$ cat src/rtl/mc_ctrl.sv
// Multi-cycle MIPS-subset control FSM: FETCH/DECODE/EXEC/MEM/WB with MDU busy interlock and MEM timeout.
// Outputs are combinational from state and instruction fields; MEM waits on mem_ready, DECODE stalls on MDU busy.
module mc_ctrl #(
   parameter int MDU_LAT     = 5,
   parameter int MEM_TIMEOUT = 15
) (
   input  logic       clk,
   input  logic       reset,
   input  logic [5:0] op,
   input  logic [5:0] funct,
   input  logic       zero,
   input  logic       mem_ready,
   output logic       pc_write,
   output logic       ir_write,
   output logic       reg_write,
   output logic       alu_src,
   output logic       ext_op,
   output logic       mem_write,
   output logic       mdu_start,
   output logic       illegal,
   output logic       mem_timeout,
   output logic [1:0] reg_dst,
   output logic [1:0] mem_to_reg,
   output logic [1:0] pc_src,
   output logic [2:0] alu_op,
   output logic [2:0] state
);

   typedef enum logic [2:0] {
      S_FETCH  = 3'd0,
      S_DECODE = 3'd1,
      S_EXEC   = 3'd2,
      S_MEM    = 3'd3,
      S_WB     = 3'd4
   } state_e;

   typedef enum logic [3:0] {
      I_ADDU, I_SUBU, I_SLL, I_JR, I_MULT, I_MULTU, I_MFHI, I_MFLO,
      I_ORI, I_LW, I_SW, I_BEQ, I_LUI, I_JAL, I_ILL
   } instr_e;

   localparam logic [4:0] MDU_LAT_C = MDU_LAT[4:0];
   localparam logic [7:0] MEM_LAST  = 8'(MEM_TIMEOUT - 1);

   state_e     state_q, state_d;
   logic [4:0] mdu_cnt_q, mdu_cnt_d;
   logic [7:0] mem_cnt_q, mem_cnt_d;
   logic       timeout_q, timeout_set;

   instr_e     ins;
   logic [2:0] alu_op_c;
   logic       alu_src_c;
   logic       ext_op_c;
   logic       mdu_dep;

   always_comb begin
      ins = I_ILL;
      case (op)
         6'h00: begin
            case (funct)
               6'h21:   ins = I_ADDU;
               6'h23:   ins = I_SUBU;
               6'h00:   ins = I_SLL;
               6'h08:   ins = I_JR;
               6'h18:   ins = I_MULT;
               6'h19:   ins = I_MULTU;
               6'h10:   ins = I_MFHI;
               6'h12:   ins = I_MFLO;
               default: ins = I_ILL;
            endcase
         end
         6'h0D:   ins = I_ORI;
         6'h23:   ins = I_LW;
         6'h2B:   ins = I_SW;
         6'h04:   ins = I_BEQ;
         6'h0F:   ins = I_LUI;
         6'h03:   ins = I_JAL;
         default: ins = I_ILL;
      endcase
   end

   always_comb begin
      alu_op_c  = 3'b000;
      alu_src_c = 1'b0;
      ext_op_c  = 1'b0;
      case (ins)
         I_ADDU, I_LW, I_SW: alu_op_c = 3'b010;
         I_SUBU, I_BEQ:      alu_op_c = 3'b110;
         I_ORI:              alu_op_c = 3'b001;
         I_LUI:              alu_op_c = 3'b111;
         I_SLL:              alu_op_c = 3'b011;
         default:            alu_op_c = 3'b000;
      endcase
      alu_src_c = (ins == I_ORI) || (ins == I_LW) || (ins == I_SW) || (ins == I_LUI);
      ext_op_c  = (ins == I_ORI);
   end

   // Instructions that read or write hi/lo must wait for the multiplier to drain.
   assign mdu_dep = (ins == I_MULT) || (ins == I_MULTU) || (ins == I_MFHI) || (ins == I_MFLO);

   always_comb begin
      state_d     = state_q;
      pc_write    = 1'b0;
      ir_write    = 1'b0;
      reg_write   = 1'b0;
      alu_src     = 1'b0;
      ext_op      = 1'b0;
      mem_write   = 1'b0;
      mdu_start   = 1'b0;
      illegal     = 1'b0;
      reg_dst     = 2'd0;
      mem_to_reg  = 2'd0;
      pc_src      = 2'd0;
      alu_op      = 3'b000;
      timeout_set = 1'b0;
      case (state_q)
         S_FETCH: begin
            ir_write = 1'b1;
            pc_write = 1'b1;
            state_d  = S_DECODE;
         end
         S_DECODE: begin
            if (ins == I_ILL) begin
               illegal = 1'b1;
               state_d = S_FETCH;
            end else if (mdu_dep && (mdu_cnt_q != 5'd0)) begin
               state_d = S_DECODE;
            end else if (ins == I_JAL) begin
               pc_write   = 1'b1;
               pc_src     = 2'd2;
               reg_write  = 1'b1;
               reg_dst    = 2'd2;
               mem_to_reg = 2'd2;
               state_d    = S_FETCH;
            end else if (ins == I_JR) begin
               pc_write = 1'b1;
               pc_src   = 2'd3;
               state_d  = S_FETCH;
            end else begin
               state_d = S_EXEC;
            end
         end
         S_EXEC: begin
            alu_op  = alu_op_c;
            alu_src = alu_src_c;
            ext_op  = ext_op_c;
            case (ins)
               I_BEQ: begin
                  pc_write = zero;
                  pc_src   = 2'd1;
                  state_d  = S_FETCH;
               end
               I_MULT, I_MULTU: begin
                  mdu_start = 1'b1;
                  state_d   = S_FETCH;
               end
               I_LW, I_SW: state_d = S_MEM;
               default:    state_d = S_WB;
            endcase
         end
         S_MEM: begin
            alu_op    = alu_op_c;
            alu_src   = alu_src_c;
            ext_op    = ext_op_c;
            mem_write = (ins == I_SW);
            // A timed-out access retires exactly as if memory had answered.
            timeout_set = !mem_ready && (mem_cnt_q == MEM_LAST);
            if (mem_ready || timeout_set) begin
               state_d = (ins == I_LW) ? S_WB : S_FETCH;
            end
         end
         S_WB: begin
            alu_op    = alu_op_c;
            alu_src   = alu_src_c;
            ext_op    = ext_op_c;
            reg_write = 1'b1;
            reg_dst   = (ins == I_ADDU || ins == I_SUBU || ins == I_SLL ||
                         ins == I_MFHI || ins == I_MFLO) ? 2'd1 : 2'd0;
            if (ins == I_LW)                         mem_to_reg = 2'd1;
            else if (ins == I_MFHI || ins == I_MFLO) mem_to_reg = 2'd3;
            else                                     mem_to_reg = 2'd0;
            state_d = S_FETCH;
         end
         default: state_d = S_FETCH;
      endcase
      if (reset) begin
         state_d     = S_FETCH;
         pc_write    = 1'b0;
         ir_write    = 1'b0;
         reg_write   = 1'b0;
         alu_src     = 1'b0;
         ext_op      = 1'b0;
         mem_write   = 1'b0;
         mdu_start   = 1'b0;
         illegal     = 1'b0;
         reg_dst     = 2'd0;
         mem_to_reg  = 2'd0;
         pc_src      = 2'd0;
         alu_op      = 3'b000;
         timeout_set = 1'b0;
      end
   end

   always_comb begin
      if (mdu_start)               mdu_cnt_d = MDU_LAT_C;
      else if (mdu_cnt_q != 5'd0)  mdu_cnt_d = mdu_cnt_q - 5'd1;
      else                         mdu_cnt_d = 5'd0;
      mem_cnt_d = ((state_q == S_MEM) && (state_d == S_MEM)) ? mem_cnt_q + 8'd1 : 8'd0;
   end

   always_ff @(posedge clk) begin
      if (reset) begin
         state_q   <= S_FETCH;
         mdu_cnt_q <= 5'd0;
         mem_cnt_q <= 8'd0;
         timeout_q <= 1'b0;
      end else begin
         state_q   <= state_d;
         mdu_cnt_q <= mdu_cnt_d;
         mem_cnt_q <= mem_cnt_d;
         timeout_q <= timeout_q | timeout_set;
      end
   end

   assign mem_timeout = timeout_q & ~reset;
   assign state       = state_q;

endmodule

$ cat config.mk
export PLATFORM = sky130hd
export DESIGN_NAME = mc_ctrl
export DESIGN_NICKNAME = d
export VERILOG_FILES = /design/src/rtl/mc_ctrl.sv
export SDC_FILE = /design/constraint.sdc
export NUM_CORES = 1
export LEC_CHECK = 0
export BUFFER_PORTS_ARGS = -buffer_cell sky130_fd_sc_hd__buf_2
export CORE_MARGIN = 8
export CORE_UTILIZATION = 55
export DETAILED_ROUTE_END_ITERATION = 8
export PLACE_DENSITY = 0.82
export SYNTH_ARGS = -nofsm -noshare
export SYNTH_HDL_FRONTEND = slang
export SYNTH_SLANG_ARGS = --single-unit
$ cat constraint.sdc
create_clock -name clk -period 6.1 [get_ports clk]
set_clock_uncertainty 0.2 [all_clocks]
set_input_delay 0.305 -clock clk [delete_from_list [all_inputs] [get_ports clk]]
set_output_delay 0.305 -clock clk [all_outputs]
set_load 0.005 [all_outputs]
==> summary.txt <==
Floorplanning
  – Die Y: between 60 and 70 um
  – I/O pin count: 37
  – Starting Density: about three fifths
  – Die X: roughly 67 um
  – Die area: roughly 4500 sq um
  – # rows: 18
  – Core area: 2500 sq um

Drt
  – DR vias/cell: 6.24
  – Drt pass-1 iters: 4
  – Vias: 1560
  – Iter 0 DRT Violations: about 130
  – Routed wire length: approximately 3900 um
  – ANT nets after route: 0
  – DRC Markers: 0
  – Routed WL per cell: 15.5 um

Setup path
  – Worst r2r dst: state[1]
  – Crit. End Element: output pin
  – Crit-path max cell delay: approximately 0.55 ns
  – Critical-path cell list: buf_2 > or3_1 > or4_4 > a21oi_4 > a2111oi_1 > or4b_4 > a211oi_2 > buf_2
  – CP Launch Type: input port
  – Crit path max-delay family: simple AND/OR/NAND/NOR gates
  – Worst-path fanout max: 11
  – Slowest-stage cell, CP: or4b_4
  – Worst Setup EP: pc_src[1]
  – Crit path from: op[0]
  – R2R setup slack: between 4 and 5 ns
  – Worst Path Arrival: roughly 2.6 ns
  – Worst path depth: 8
  – Top cell by count, worst path: buf_2
  – Critical Path RT: 5.59 ns
  – Worst R2R Start: mdu_cnt_q[0]
  – Buffers & Inverters on Critical Path: 2
  – R2R cell count: 7
  – Critical path class: in2out

GRT
  – Largest net degree at the start of global routing: 17
  – GRT Util Overall: between 10% and 20%
  – Vias in the first global route: ~1500
  – Initial antenna violation count: 0
  – Grt total ovfl: 0
  – First-pass GRT wire length: about 6300 um

Clock tree
  – TritonCTS buffer count: 3
  – CTS H-tree depth: 1
  – CTS tree: done
  – Clock Latency Late Sink: ~0.3 ns
  – Post-cts sizing count: 0
  – CTS max path bufs: 2
  – Cts hold-fix bufs: 0
  – Clock tree root buffer cell: clkbuf_4
  – Clk slew on worst S/H paths: 0.10 ns
  – Post-CTS setup buffer count: 0
  – Clock sink total: 17

STA
  – Final setup violation count: 0
  – Period minus WS final: slightly above 3 ns
  – Pins Over Slew Limit: 0
  – Setup WS post-layout: approximately 3 ns
  – Fin. Hold Viols: 0
  – Final Cycle Share: between 50% and 60%
  – Setup_tns: 0 ns
  – F_max: ~0.32 GHz
  – Worst relative slew slack: between 60% and 70%
  – RSZ-0062 raised after global routing: no
  – Worst-Margin Slew: 0.483 ns

Placement
  – Placed insts: 246
  – Worst Setup Slack post-DPL: approximately 3 ns
  – Cell Area, Placed: 1640 sq um
  – Number of port buffers: 36
  – Final HPWL DP: about 3000 um
  – Placer Congestion: around 0.9

Power and ir drop
  – Clk pwr share: between 20% and 30%
  – Worst VDD drop: 0.182 mV
  – Switching Power: about 89 uW
  – Seq pwr share: a little under half
  – Switch share: between 30% and 40%
  – Power Density: about 160 nW/um^2
  – Int Power: about 180 uW
  – Gate power share: roughly 30%
  – Power consumption: between 200 and 300 uW
  – Leak: ~0.00066 uW

Cells and area
  – Most frequent cells in the layout: 36 x buf_2, 21 x nor2_1, 17 x dfxtp_1, 13 x nand2_1, 11 x inv_1
  – Final net count: 240
  – Diodes inserted: 0
  – Non-filler cells, final: 250
  – Fin area: ~1700 sq um
  – Commonest non-fill, non-tap cell in the layout: buf_2
  – Layout cell share with drive strength beyond 1: 23.6%
  – Layout area overhead: 14.5%
  – Fillers: between 200 and 250

Logic synthesis
  – Mapped Avg Cell Area: between 7 and 8 sq um
  – Dominant cells by area after synthesis: dfxtp_1 23%, nor2_1 5.4%, nand2_1 3.4%
  – Syn Inst Count: around 190
  – EDFF count, synth: 0
  – Dominant cell type by area after synthesis: dfxtp_1
  – Mapped cell area: ~1500 sq um
  – Syn nets: between 200 and 250
  – Synth warn: 0
  – Synth top area share: 23.4%
  – Most frequently used flop master after synthesis: dfxtp_1
  – Unique cell type count in the Yosys netlist: 55
  – Synth Register Bits: 17
  – Post-synthesis sequential area ratio: between 20% and 30%
  – Fraction of registers with async set/reset: 0%

Worst hold path
  – Worst min path class: in2reg

Outcome
  – Outcome: finished, final reports clean

Job
  – Max-cap viol count: 0
[worst min-delay path by stage]
stage                       from           end  slack (ns)  depth (start not counted)
finish                 mem_ready     timeout_q        0.02                          2
detailed placement  mdu_cnt_q[4]  mdu_cnt_q[4]        0.25                          2
CTS                    mem_ready     timeout_q        0.01                          2
global route           mem_ready     timeout_q        0.02                          2
floorplan              mem_ready     timeout_q        0.22                          1
global placement    mdu_cnt_q[4]  mdu_cnt_q[4]        0.23                          2
[final cells by class]
type / instances / area [sq um] / area share (%)
clock buffers: 3 / 22.5 / 1.35
clock inverters: 1 / 5.00 / 0.300
inverters: 11 / 41.3 / 2.48
multi-input cells: 152 / 1040 / 62.4
flip-flops and latches: 17 / 340 / 20.4
well taps: 30 / 37.5 / 2.25
repair buffers: 36 / 180 / 10.8
[cell usage after synthesis, drive strengths merged, types with 6 or more instances]
library cell	count
dfxtp	17
clkbuf	6
a21oi	8
inv	11
nor2	21
nand2	13
nand3	7
o21ai	7
nor3	6
[metal layers]
metal,global-route usage [%],vias up,share of wire [%]
met3,2.32,7,7.7
li1,-,771,-
met2,27.6,62,45
met1,22.3,720,45
met4,7.57,0,1.6
met5,0,-,0
[stage by stage]
stage	hold slack, ns	util, %
after floorplan	0.224	-
after global placement	0.235	65.6
after detailed placement	0.246	65.6
after CTS	0.0133	66.7
after global routing	0.0238	66.7
final	0.0210	66.7
[power by group through the flow]
stage / registers, uW / logic [uW] / clock network (uW)
after global routing: 131 / 91.2 / 63.4
final: 129 / 81.7 / 60.5
after floorplan: 128 / 60.8 / 0
after global placement: 131 / 76.6 / 0
after CTS: 129 / 80.8 / 62.1
after detailed placement: 131 / 80.7 / 0
[registers in the layout, indices dropped and copies added (netlist names)]
name and cells:
mdu_cnt_q 5, mem_cnt_q 8, state 3, timeout_q 1
[worst register-to-register path, delay by kind of cell, from the launching register on]
family | cells | cell delay (ns)
AOI/OAI and AO/OA | 1 | 0.15
adders and majority gates | 1 | 0.18
DFF | 1 | 0.33
and+or+nand+nor | 4 | 0.99
buffers and inverters | 1 | 0.06
[cell families (layout without fill, tap and decap cells)]
group                    Yosys count  after routing  share of synthesized area, %
AND/OR/NAND/NOR                   96             96                          40.0
XOR/XNOR                           8              8                          4.82
adder cells (fa/ha/maj)            3              3                          2.58
flip-flops                        17             17                          23.4
AO/OA/AOI/OAI                     45             45                          24.1
buffers and inverters             18             51                          5.16
Note: power is estimated with default switching activity, not from simulation.
